### src/rtl/filtro_nivel_temperatura.sv
// Debounce filter for the 2-bit temperature level, with asymmetric rise/fall hysteresis and a latched alarm.
// Optional macro FILTRO_NIVEL_ATALHO_EN: a sample of level 11 commits at once.
module filtro_nivel_temperatura #(
    parameter int unsigned N_SUBIDA  = 3,
    parameter int unsigned N_DESCIDA = 6
) (
    input  logic       clock,
    input  logic       reset,
    input  logic       amostra_pronta,
    input  logic [1:0] nivel_in,
    input  logic       reconhece,
    output logic [1:0] nivel_estavel,
    output logic       mudou,
    output logic       subindo,
    output logic       alarme
);

    localparam int unsigned CONT_W  = 4;
    localparam int unsigned NIVEL_W = 2;
    localparam logic [NIVEL_W-1:0] NIVEL_MAX = 2'b11;

    typedef enum logic [0:0] {
        ESTAVEL   = 1'b0,
        CANDIDATO = 1'b1
    } estado_t;

    estado_t             estado_q;
    logic [NIVEL_W-1:0]  nivel_q;
    logic [NIVEL_W-1:0]  candidato_q;
    logic [CONT_W-1:0]   cont_q;
    logic                mudou_q;
    logic                subindo_q;
    logic                alarme_q;

    logic                sobe_c;
    logic [CONT_W-1:0]   req_c;
    logic [CONT_W-1:0]   cont_prox_c;
    logic                difere_c;
    logic                atalho_c;
    logic                commit_c;

    // Threshold follows the direction of the incoming sample relative to the stable level.
    always_comb begin
        sobe_c      = (nivel_in > nivel_q);
        req_c       = sobe_c ? CONT_W'(N_SUBIDA) : CONT_W'(N_DESCIDA);
        difere_c    = (nivel_in != nivel_q);
        cont_prox_c = CONT_W'(1);
        if ((estado_q == CANDIDATO) && (nivel_in == candidato_q)) begin
            cont_prox_c = cont_q + CONT_W'(1);
        end
`ifdef FILTRO_NIVEL_ATALHO_EN
        atalho_c = (nivel_in == NIVEL_MAX);
`else
        atalho_c = 1'b0;
`endif
        commit_c = amostra_pronta && difere_c && ((cont_prox_c == req_c) || atalho_c);
    end

    always_ff @(posedge clock) begin
        if (reset) begin
            estado_q    <= ESTAVEL;
            nivel_q     <= '0;
            candidato_q <= '0;
            cont_q      <= '0;
            mudou_q     <= 1'b0;
            subindo_q   <= 1'b0;
            alarme_q    <= 1'b0;
        end else begin
            mudou_q <= 1'b0;
            if (amostra_pronta) begin
                if (commit_c) begin
                    nivel_q   <= nivel_in;
                    subindo_q <= sobe_c;
                    mudou_q   <= 1'b1;
                    cont_q    <= '0;
                    estado_q  <= ESTAVEL;
                end else if (!difere_c) begin
                    cont_q   <= '0;
                    estado_q <= ESTAVEL;
                end else begin
                    candidato_q <= nivel_in;
                    cont_q      <= cont_prox_c;
                    estado_q    <= CANDIDATO;
                end
            end
            // Set on reaching the top level beats a simultaneous acknowledge.
            if (commit_c && (nivel_in == NIVEL_MAX)) begin
                alarme_q <= 1'b1;
            end else if (reconhece && (nivel_q != NIVEL_MAX)) begin
                alarme_q <= 1'b0;
            end
        end
    end

    assign nivel_estavel = nivel_q;
    assign mudou         = mudou_q;
    assign subindo       = subindo_q;
    assign alarme        = alarme_q;

endmodule

### config.mk
export PLATFORM = sky130hd
export DESIGN_NAME = filtro_nivel_temperatura
export DESIGN_NICKNAME = d
export VERILOG_FILES = /design/src/rtl/filtro_nivel_temperatura.sv
export SDC_FILE = /design/constraint.sdc
export NUM_CORES = 1
export LEC_CHECK = 0
export BUFFER_PORTS_ARGS = -buffer_cell sky130_fd_sc_hd__buf_2
export CAP_MARGIN = 20
export CORE_UTILIZATION = 25
export CTS_BUF_LIST = sky130_fd_sc_hd__clkbuf_16
export DETAILED_ROUTE_END_ITERATION = 10
export PLACE_DENSITY = 0.54
export SLEW_MARGIN = 20
export SYNTH_ARGS = -nofsm -noshare
export SYNTH_HDL_FRONTEND = slang
export SYNTH_SLANG_ARGS = --single-unit
export TNS_END_PERCENT = 1
### constraint.sdc
create_clock -name clock -period 1.99 [get_ports clock]
set_input_delay 0.0995 -clock clock [delete_from_list [all_inputs] [get_ports clock]]
set_output_delay 0.0995 -clock clock [all_outputs]
set_load 0.01 [all_outputs]
### After elaboration in Yosys (flattened, before gate mapping)

Index checks and enable logic that the tools add are counted.

| storage, ports and cells | value |
|---|---|
| output and inout bits | 5 |
| register bits | 12 |
| bits of input ports | 6 |
| word-level logic and storage cells | 34 |

| cells by class | value |
|---|---|
| equality and inequality tests | 5 |
| reductions and logical operators | 9 |
| $lt $le $gt $ge | 1 |
| bitwise operators | 2 |
| add/subtract/negate cells | 1 |
| multiplexer cells | 9 |

Operators with widths:

| kind | count |
|---|---|
| $mux 4 | 3 |
| $logic_and 1x1->1 | 5 |
| $mux 1 | 5 |
| $add 4x1->4 const B | 1 |
| $eq 4x3->1 | 1 |
| $mux 3 | 1 |
| $reduce_and 3->1 | 1 |
| $eq 2x2->1 | 1 |
| $eq 2x2->1 const B | 1 |
| $gt 2x2->1 | 1 |
| $ne 2x2->1 | 1 |
| $ne 2x2->1 const B | 1 |
| $not 1->1 | 2 |
| $reduce_and 2->1 | 1 |
| $reduce_bool 2->1 | 1 |
| $reduce_or 2->1 | 1 |

### Depth between registers and ports, before layout

Gate-level depths: netlist (run 1).

| depth | value |
|---|---|
| depth in word-level cells | 7 |
| depth in mapped cells | 7 |
| mapped depth without buffers | 7 |

### Worst setup path before layout (run 1)

OpenSTA, ideal clock, no wires.

| path | value |
|---|---|
| path kind | reg2reg |
| from | register nivel_q[1], in the netlist nivel_estavel[1] |
| to | register cont_q[1] |
| cell stages (with the launch flop) | 8 |
| required time | 1873 ps |
| arrival | 1703 ps |
| path buffers | 0 |
| slack | 169 ps |
| cells stage by stage | dfxtp_1 > inv_1 > ha_1 > nor2b_1 > nor4_2 > o211a_4 > a21oi_2 > a32o_1 |

| between the ends | value |
|---|---|
| longest elaborated chain between the ends | 5 |
| elaborated cells on any way between the ends | 8 |
| those cells by class | 1 x order compare; 2 x eq/ne; 3 x mux; 2 x reduce/logical |

RTL lines:

| element | RTL line | text |
|---|---|---|
| start: declaration | 28 | `logic [NIVEL_W-1:0] nivel_q;` |
| start signal: assignment | 72 | `nivel_q <= nivel_in;` |
| $gt 2x2->1 | 44 | `sobe_c = (nivel_in > nivel_q);` |
| $mux 3 | 45 | `req_c = sobe_c ? CONT_W'(N_SUBIDA) : CONT_W'(N_DESCIDA);` |
| $eq 4x3->1 | 56 | `commit_c = amostra_pronta && difere_c && ((cont_prox_c == req_c) \|\| atalho_c);` |
| $logic_and 1x1->1 | 56 |  |
| $mux 4 (*) | 71 | `if (commit_c) begin` |
| end signal: assignment | 82 | `cont_q <= cont_prox_c;` |
| end: declaration | 30 | `logic [CONT_W-1:0] cont_q;` |

Mark *: on every way between the ends. The rest lies on a longest branch, timed or not.
A chain may end at the register's enable or synchronous reset.

### Worst setup path after layout (run 1)

| path | value |
|---|---|
| from | register nivel_q[1], in the netlist nivel_estavel[1] |
| to | register alarme_q, in the netlist alarme |

| between the ends | value |
|---|---|
| longest elaborated chain between the ends | 6 |
| elaborated cells on any way between the ends | 11 |
| those cells by class | 1 x order compare; 3 x eq/ne; 2 x mux; 5 x reduce/logical |

RTL lines:

| element | RTL line | text |
|---|---|---|
| $gt 2x2->1 | 44 |  |
| $mux 3 | 45 |  |
| $eq 4x3->1 | 56 |  |
| $logic_and 1x1->1 | 56 |  |
| $logic_and 1x1->1 | 87 | `if (commit_c && (nivel_in == NIVEL_MAX)) begin` |
| $mux 1 / $reduce_bool 2->1 (equally long branches) | n/a |  |
| end signal: assignment | 67 | `alarme_q <= 1'b0;` |
| end signal: assignment | 88 | `alarme_q <= 1'b1;` |
| end signal: assignment | 90 | `alarme_q <= 1'b0;` |
| end: declaration | 33 | `logic alarme_q;` |

Parallel ways exist; a longest one is shown, timed or not.

==> results of run 1 <==
==> logic make-up (layout without fill, tap and decap cells) <==
kind of cell	count (synthesis)	in the layout	share of synthesized area (%)
and+or+nand+nor	22	22	18.2
AOI/OAI and AO/OA	19	19	26.5
DFF	12	12	37.6
buffers and inverters	5	19	3.14
xor gates and xnor gates	4	4	5.49
adders and majority gates	3	3	5.88
muxes	2	2	3.14
==> layer usage <==
metal / wire (um) / vias to the layer above / GRT usage [%]
li1: - / 274 / -
met1: 660 / 245 / 14.5
met2: 593 / 9 / 17.1
met3: 46 / 2 / 2.90
met4: 16 / 0 / 6.58
met5: 0 / - / 0
==> stage by stage <==
stage               setup slack, ns  total power, W
global placement              0.186        0.000313
detailed placement            0.107        0.000314
floorplan                     0.169        0.000295
CTS                          0.0949        0.000679
finish                        0.124        0.000672
global route                 0.0237        0.000694
==> sequential cells by signal, indices dropped and copies added, names as in the netlist <==
name / cells
estado_q: 1
subindo: 1
alarme: 1
candidato_q: 2
nivel_estavel: 2
cont_q: 4
mudou: 1
==> power by group through the flow <==
| stage | clock, W | sequential [W] | combinational, W |
|---|---|---|---|
| 4_1_cts | 0.000369 | 0.000252 | 0.0000576 |
| 2_1_floorplan | 0 | 0.000255 | 0.0000399 |
| 5_1_grt | 0.000375 | 0.000253 | 0.0000663 |
| 3_5_place_dp | 0 | 0.000257 | 0.0000573 |
| 3_3_place_gp | 0 | 0.000257 | 0.0000567 |
| 6_report | 0.000360 | 0.000253 | 0.0000591 |
==> critical path, cell delays in order (launching register included) <==
cell and delay [ns]:
dfxtp_2 0.34, inv_1 0.04, ha_1 0.27, nor2b_1 0.16
nor4_2 0.35, o211a_4 0.25, buf_4 0.13, nand4_1 0.09
a21oi_1 0.16
==> area by class of cell <==
cell class	count	area [um2]
Clock buffer	3	75.1
Fill cell	255	1510
Inverter	3	11.3
Multi-Input combinational cell	50	378
Sequential cell	12	241
Tap cell	28	35.0
Timing Repair Buffer	13	72.6
==> how the worst max path moves through the flow <==
stage	from	to	slack, ns	depth (start not counted)
5_1_grt	nivel_estavel[1]$_SDFFE_PP0P_	alarme$_SDFFE_PP0P_	0.02	8
4_1_cts	nivel_estavel[1]$_SDFFE_PP0P_	subindo$_SDFFE_PP0P_	0.09	7
3_5_place_dp	nivel_estavel[1]$_SDFFE_PP0P_	subindo$_SDFFE_PP0P_	0.11	7
2_1_floorplan	nivel_estavel[1]$_SDFFE_PP0P_	cont_q[1]$_SDFFE_PP0P_	0.17	7
3_3_place_gp	nivel_estavel[1]$_SDFFE_PP0P_	cont_q[1]$_SDFFE_PP0P_	0.19	7
6_report	nivel_estavel[1]$_SDFFE_PP0P_	alarme$_SDFFE_PP0P_	0.12	8
==> cells in the final DEF, fill, tap and decap left out, drive strengths merged <==
cell type / count
a2111oi: 1
a21boi: 1
a21o: 2
a21oi: 5
a22o: 1
a311oi: 2
a32o: 1
a41oi: 1
and2: 1
and3: 1
buf: 13
clkbuf: 3
dfxtp: 12
ha: 3
inv: 3
mux2i: 2
nand2: 6
nand2b: 2
nand3: 3
nand4: 1
nor2: 4
nor2b: 1
nor3: 1
nor4: 1
o211a: 2
o211ai: 1
o21ai: 2
or2b: 1
xnor2: 3
xor2: 1
==> repair_timing <==
action | in CTS | in global routing
endpoints found under the hold margin | 0 | 0
setup endpoints to repair | 0 | 2
resized for setup | 0 | 1
buffers inserted | 0 | 1
==> metrics, run 1 <==
R2R setup slack=0.12 ns; non-filler cells, final=109; largest net degree at the start of global routing=12; Num CTS Buffers=3; Slew headroom=80.0%; #FFs+latches synth=12; clock share of power=53.6%; Hold WS=0.114 ns; count leader, synth=dfxtp_1; fin util=35.1%; final WL=1.32 mm; Layout Skew=0.00128 ns; core footprint=2320 um2; Die Height=52.5 um; site row count=17; Max Root-Sink Buffers=2; share of the synthesized area in the top cell type=37.6%; Switch Pwr=0.000137 W; residual DRC count=0; ys flop type=dfxtp_1; total gr overflow=0; worst flop-to-flop path startpoint=nivel_estavel[1]$_SDFFE_PP0P_; Worst Tran Pin Value=0.298 ns; sequential share of the synthesized area=37.6%; CTS tree=yes; Inst Count DP=105; Skew-Pair Late Insertion Delay=0.24 ns; ratio of cells with drive above 1 in the final layout=27.2%; cell count after synthesis=67; placed instance area=729 um2; Logic pwr share=8.8%; Mapped Area=638 um2; PD cells=826 nW/um2; die width=52.5 um; Slew Viols, Final=0; die area=2760 um2; dpl hpwl=1.02 mm; Worst Setup End Kind=flop; Setup CP Type=flop to flop; Worst R2R Path Depth=8; syn_area_per_cell=9.52 um2; Max Fanout on Critical Path=5; vias=530; maximum VDD drop=428 uV; Nets=92; crit path launch type=flop; count of antenna-violating nets left after detailed routing=0; Initial DRC Count=5; Setup-failing EPs final=0; I/O Buffers=10; warnings from Yosys=0; CP arrival=2.03 ns; ranking of synthesized cells by area=dfxtp_1, ha_1, a2111oi_4; Layout area overhead=27.5%; critical path data required time=2.16 ns; GR Util All Layers=11.4%; Starting Density=27.5%; global-route wire length before repair=2.24 mm; status=finished clean; initial antenna violation count=0; Crit Reg-Reg Endpoint=alarme$_SDFFE_PP0P_; Hold Crit Class=input pin to flop; H-tree depth=1; Worst Hold Depth=2; syn nets=76; final hold vios=0; Int Pwr=0.000536 W; Clk pin slew, worst setup/hold paths=0.04 ns; FMAX=0.536 GHz; vias in the first global route=497; Tcrit/Tclk final=93.8%; RSZ-0062 raised after global routing=false; max cap viols=0; count of hold buffers inserted by post-cts repair=0; diode count=0; final instance area=813 um2; Synth cell types=32; Leak=0.329 nW; hold endpoint=cont_q[3]$_SDFFE_PP0P_; TNS Setup=0 ns; Reg power frac=37.6%; WL per Instance=12.1 um; switching part of the total power=20.3%; Hold Startpoint=amostra_pronta; I/O pin cnt=11; Routability Congestion=0.783; vias per cell=4.86; area leader, netlist=dfxtp_1; CTS sink cnt=12; EDFF count, synth=0; clock root cell=clkbuf_16; synth cell count leaders=dfxtp_1, nand2_1, a21oi_1, nor2_1; Pre-antenna DRT Iters=4; post-route minimum period=1.87 ns; Async SR Flop Fraction=0%
Power figures use the tool's default switching activity.
==> inputs of run 2 (changes only) <==
- SETUP_SLACK_MARGIN: unset -> 0.3
==> run 2 against run 1 <==
Setup slack better by 0.19 ns. Final cell count stayed put. Core utilization increased by 1.9 points. Clock-buffer cell count unchanged. Sequential power is essentially flat. Non-clock buffer count shrank 1. Register-to-register slack better by 0.19 ns. Critical path depth decreased by 1. Clock power increased by 4%. Maximum frequency rose by 11%. Routed wire length up 1.4%. Die area unchanged. Critical path type unchanged.
==> metrics, run 2 (same netlist as run 1, synthesis figures left out) <==
Int Pwr=0.000541 W (was 0.000536 W); Crit-path slowest cell=dfxtp_2 (was nor4_2); max reg flops=4 (unchanged); ratio of cells with drive above 1 in the final layout=33.3% (was 27.2%); I/O Buffers=10 (unchanged); area of the multi-input gates=424 um2 (was 378 um2); FMAX=0.596 GHz (was 0.536 GHz); Slew headroom=80.3% (was 80.0%); max cap viols=0 (unchanged); crit path launch type=flop (unchanged); Setup CP Type=flop to flop (unchanged); final hold vios=0 (unchanged); WL per Instance=12.2 um (was 12.1 um); Max Fanout on Critical Path=7 (was 5); Max Used Layer=met4 (unchanged); CP delay by family, top=compound AO/OA/AOI/OAI gates (was simple AND/OR/NAND/NOR gates); post-route minimum period=1.68 ns (was 1.87 ns); crit-path max cell delay=0.35 ns (about the same); core footprint=2320 um2 (unchanged); TNS Setup=0 ns (unchanged); RSZ-0062 raised after global routing=true (was false); residual DRC count=0 (unchanged); clock root cell=clkbuf_16 (unchanged); status=finished clean (unchanged); dpl hpwl=982 um (was 1.02 mm); H-tree depth=1 (unchanged); Slew Viols, Final=0 (unchanged); vias=529 (was 530); vias in the first global route=493 (was 497); Die Height=52.5 um (unchanged); Logic pwr share=9.3% (was 8.8%); count of antenna-violating nets left after detailed routing=0 (unchanged); count of hold buffers inserted by post-cts repair=0 (unchanged); Initial DRC Count=5 (unchanged); Worst Tran Pin Value=0.295 ns (was 0.298 ns); routed wl met2=604 um (was 593 um); Cell Chain, Critical Path=inv_2 > ha_4 > nor2b_4 > o211a_1 > o211a_4 > a21oi_4 > a32o_1 (was inv_1 > ha_1 > nor2b_1 > nor4_2 > o211a_4 > buf_4 > nand4_1 > a21oi_1); clock share of power=54.1% (was 53.6%); Leak=0.336 nW (was 0.329 nW); CP arrival=1.86 ns (was 2.03 ns); crit path buf inv count=1 (was 2); fin util=37.0% (was 35.1%); largest net degree at the start of global routing=12 (unchanged); wl on met1=643 um (was 660 um); I/O pin cnt=11 (unchanged); DR WL met3=63 um (was 46 um); Nets=91 (was 92); Routability Congestion=0.723 (was 0.783); Top reg by flops=cont_q (unchanged); critical path data required time=2.18 ns (was 2.16 ns); Num CTS Buffers=3 (unchanged); die width=52.5 um (unchanged); Max Root-Sink Buffers=2 (unchanged); Skew-Pair Late Insertion Delay=0.24 ns (about the same); maximum VDD drop=382 uV (was 428 uV); Pre-antenna DRT Iters=4 (unchanged); Setup-failing EPs final=0 (unchanged); initial antenna violation count=0 (unchanged); switching part of the total power=21.6% (was 20.3%); Hold WS=0.0989 ns (was 0.114 ns); Layout fillers=234 (was 255); final WL=1.34 mm (was 1.32 mm); Layout Skew=0.00506 ns (was 0.00128 ns); global-route wire length before repair=2.15 mm (was 2.24 mm); sequential standard cell area=243 um2 (was 241 um2); Switch Pwr=0.000149 W (was 0.000137 W); CTS tree=yes (unchanged); Layout area overhead=34.3% (was 27.5%); PD cells=806 nW/um2 (was 826 nW/um2); Starting Density=27.5% (unchanged); site row count=17 (unchanged); CTS sink cnt=12 (unchanged); vias per cell=4.85 (was 4.86); most frequent cells in the layout=dfxtp_1, buf_2, nand2_1, nor2_1, a21oi_1 (unchanged); GR Util All Layers=10.8% (was 11.4%); Tcrit/Tclk final=84.3% (was 93.8%); Hold Crit Class=input pin to flop (unchanged); total gr overflow=0 (unchanged); die area=2760 um2 (unchanged); Reg power frac=36.6% (was 37.6%); Clk pin slew, worst setup/hold paths=0.05 ns (was 0.04 ns); Worst Setup End Kind=flop (unchanged); diode count=0 (unchanged)
## run 2: power by group through the flow
stage	logic, W	registers (W)	clock network, W
global placement	0.0000578	0.000256	0
finish	0.0000645	0.000253	0.000373
global route	0.0000705	0.000253	0.000388
CTS	0.0000619	0.000253	0.000378
floorplan	0.0000412	0.000255	0
detailed placement	0.0000580	0.000257	0
## run 2: layout make-up
| cell class | instances | area share [%] |
|---|---|---|
| Tap cell | 28 | 4.09 |
| Clock inverter | 1 | 0.438 |
| Multi-Input combinational cell | 50 | 49.5 |
| Clock buffer | 3 | 8.76 |
| Timing Repair Buffer | 12 | 7.59 |
| Inverter | 3 | 1.31 |
| Sequential cell | 12 | 28.3 |
## run 2: timing repair
item / CTS / global route
pin swaps: 3 / 7
buffers inserted: 0 / 1
setup endpoints to repair: 9 / 9
resized for setup: 6 / 4
gates cloned: 0 / 0
## run 2: per-layer routing
metal  vias up  GRT usage [%]
met2        12           16.7
li1        276              -
met4         0           5.26
met1       238           13.6
met5         -              0
met3         3           2.90
## run 2: final timing paths
path	start	endpoint	slack, ns	cells after the start
max	nivel_estavel[1]$_SDFFE_PP0P_	cont_q[1]$_SDFFE_PP0P_	0.31	7
min	amostra_pronta	cont_q[3]$_SDFFE_PP0P_	0.1	2
max reg2reg	nivel_estavel[1]$_SDFFE_PP0P_	cont_q[1]$_SDFFE_PP0P_	0.31	7
min reg2reg	alarme$_SDFFE_PP0P_	alarme$_SDFFE_PP0P_	0.46	2
## run 2: metrics by stage
step | worst slack, ns | cell area [um2] | instances | total power [W]
finish | 0.313 | 857 | 109 | 0.000690
global route | 0.236 | 857 | 109 | 0.000712
CTS | 0.253 | 837 | 108 | 0.000692
detailed placement | 0.165 | 731 | 104 | 0.000315
global placement | 0.233 | 731 | 104 | 0.000314
floorplan | 0.235 | 647 | 67 | 0.000297
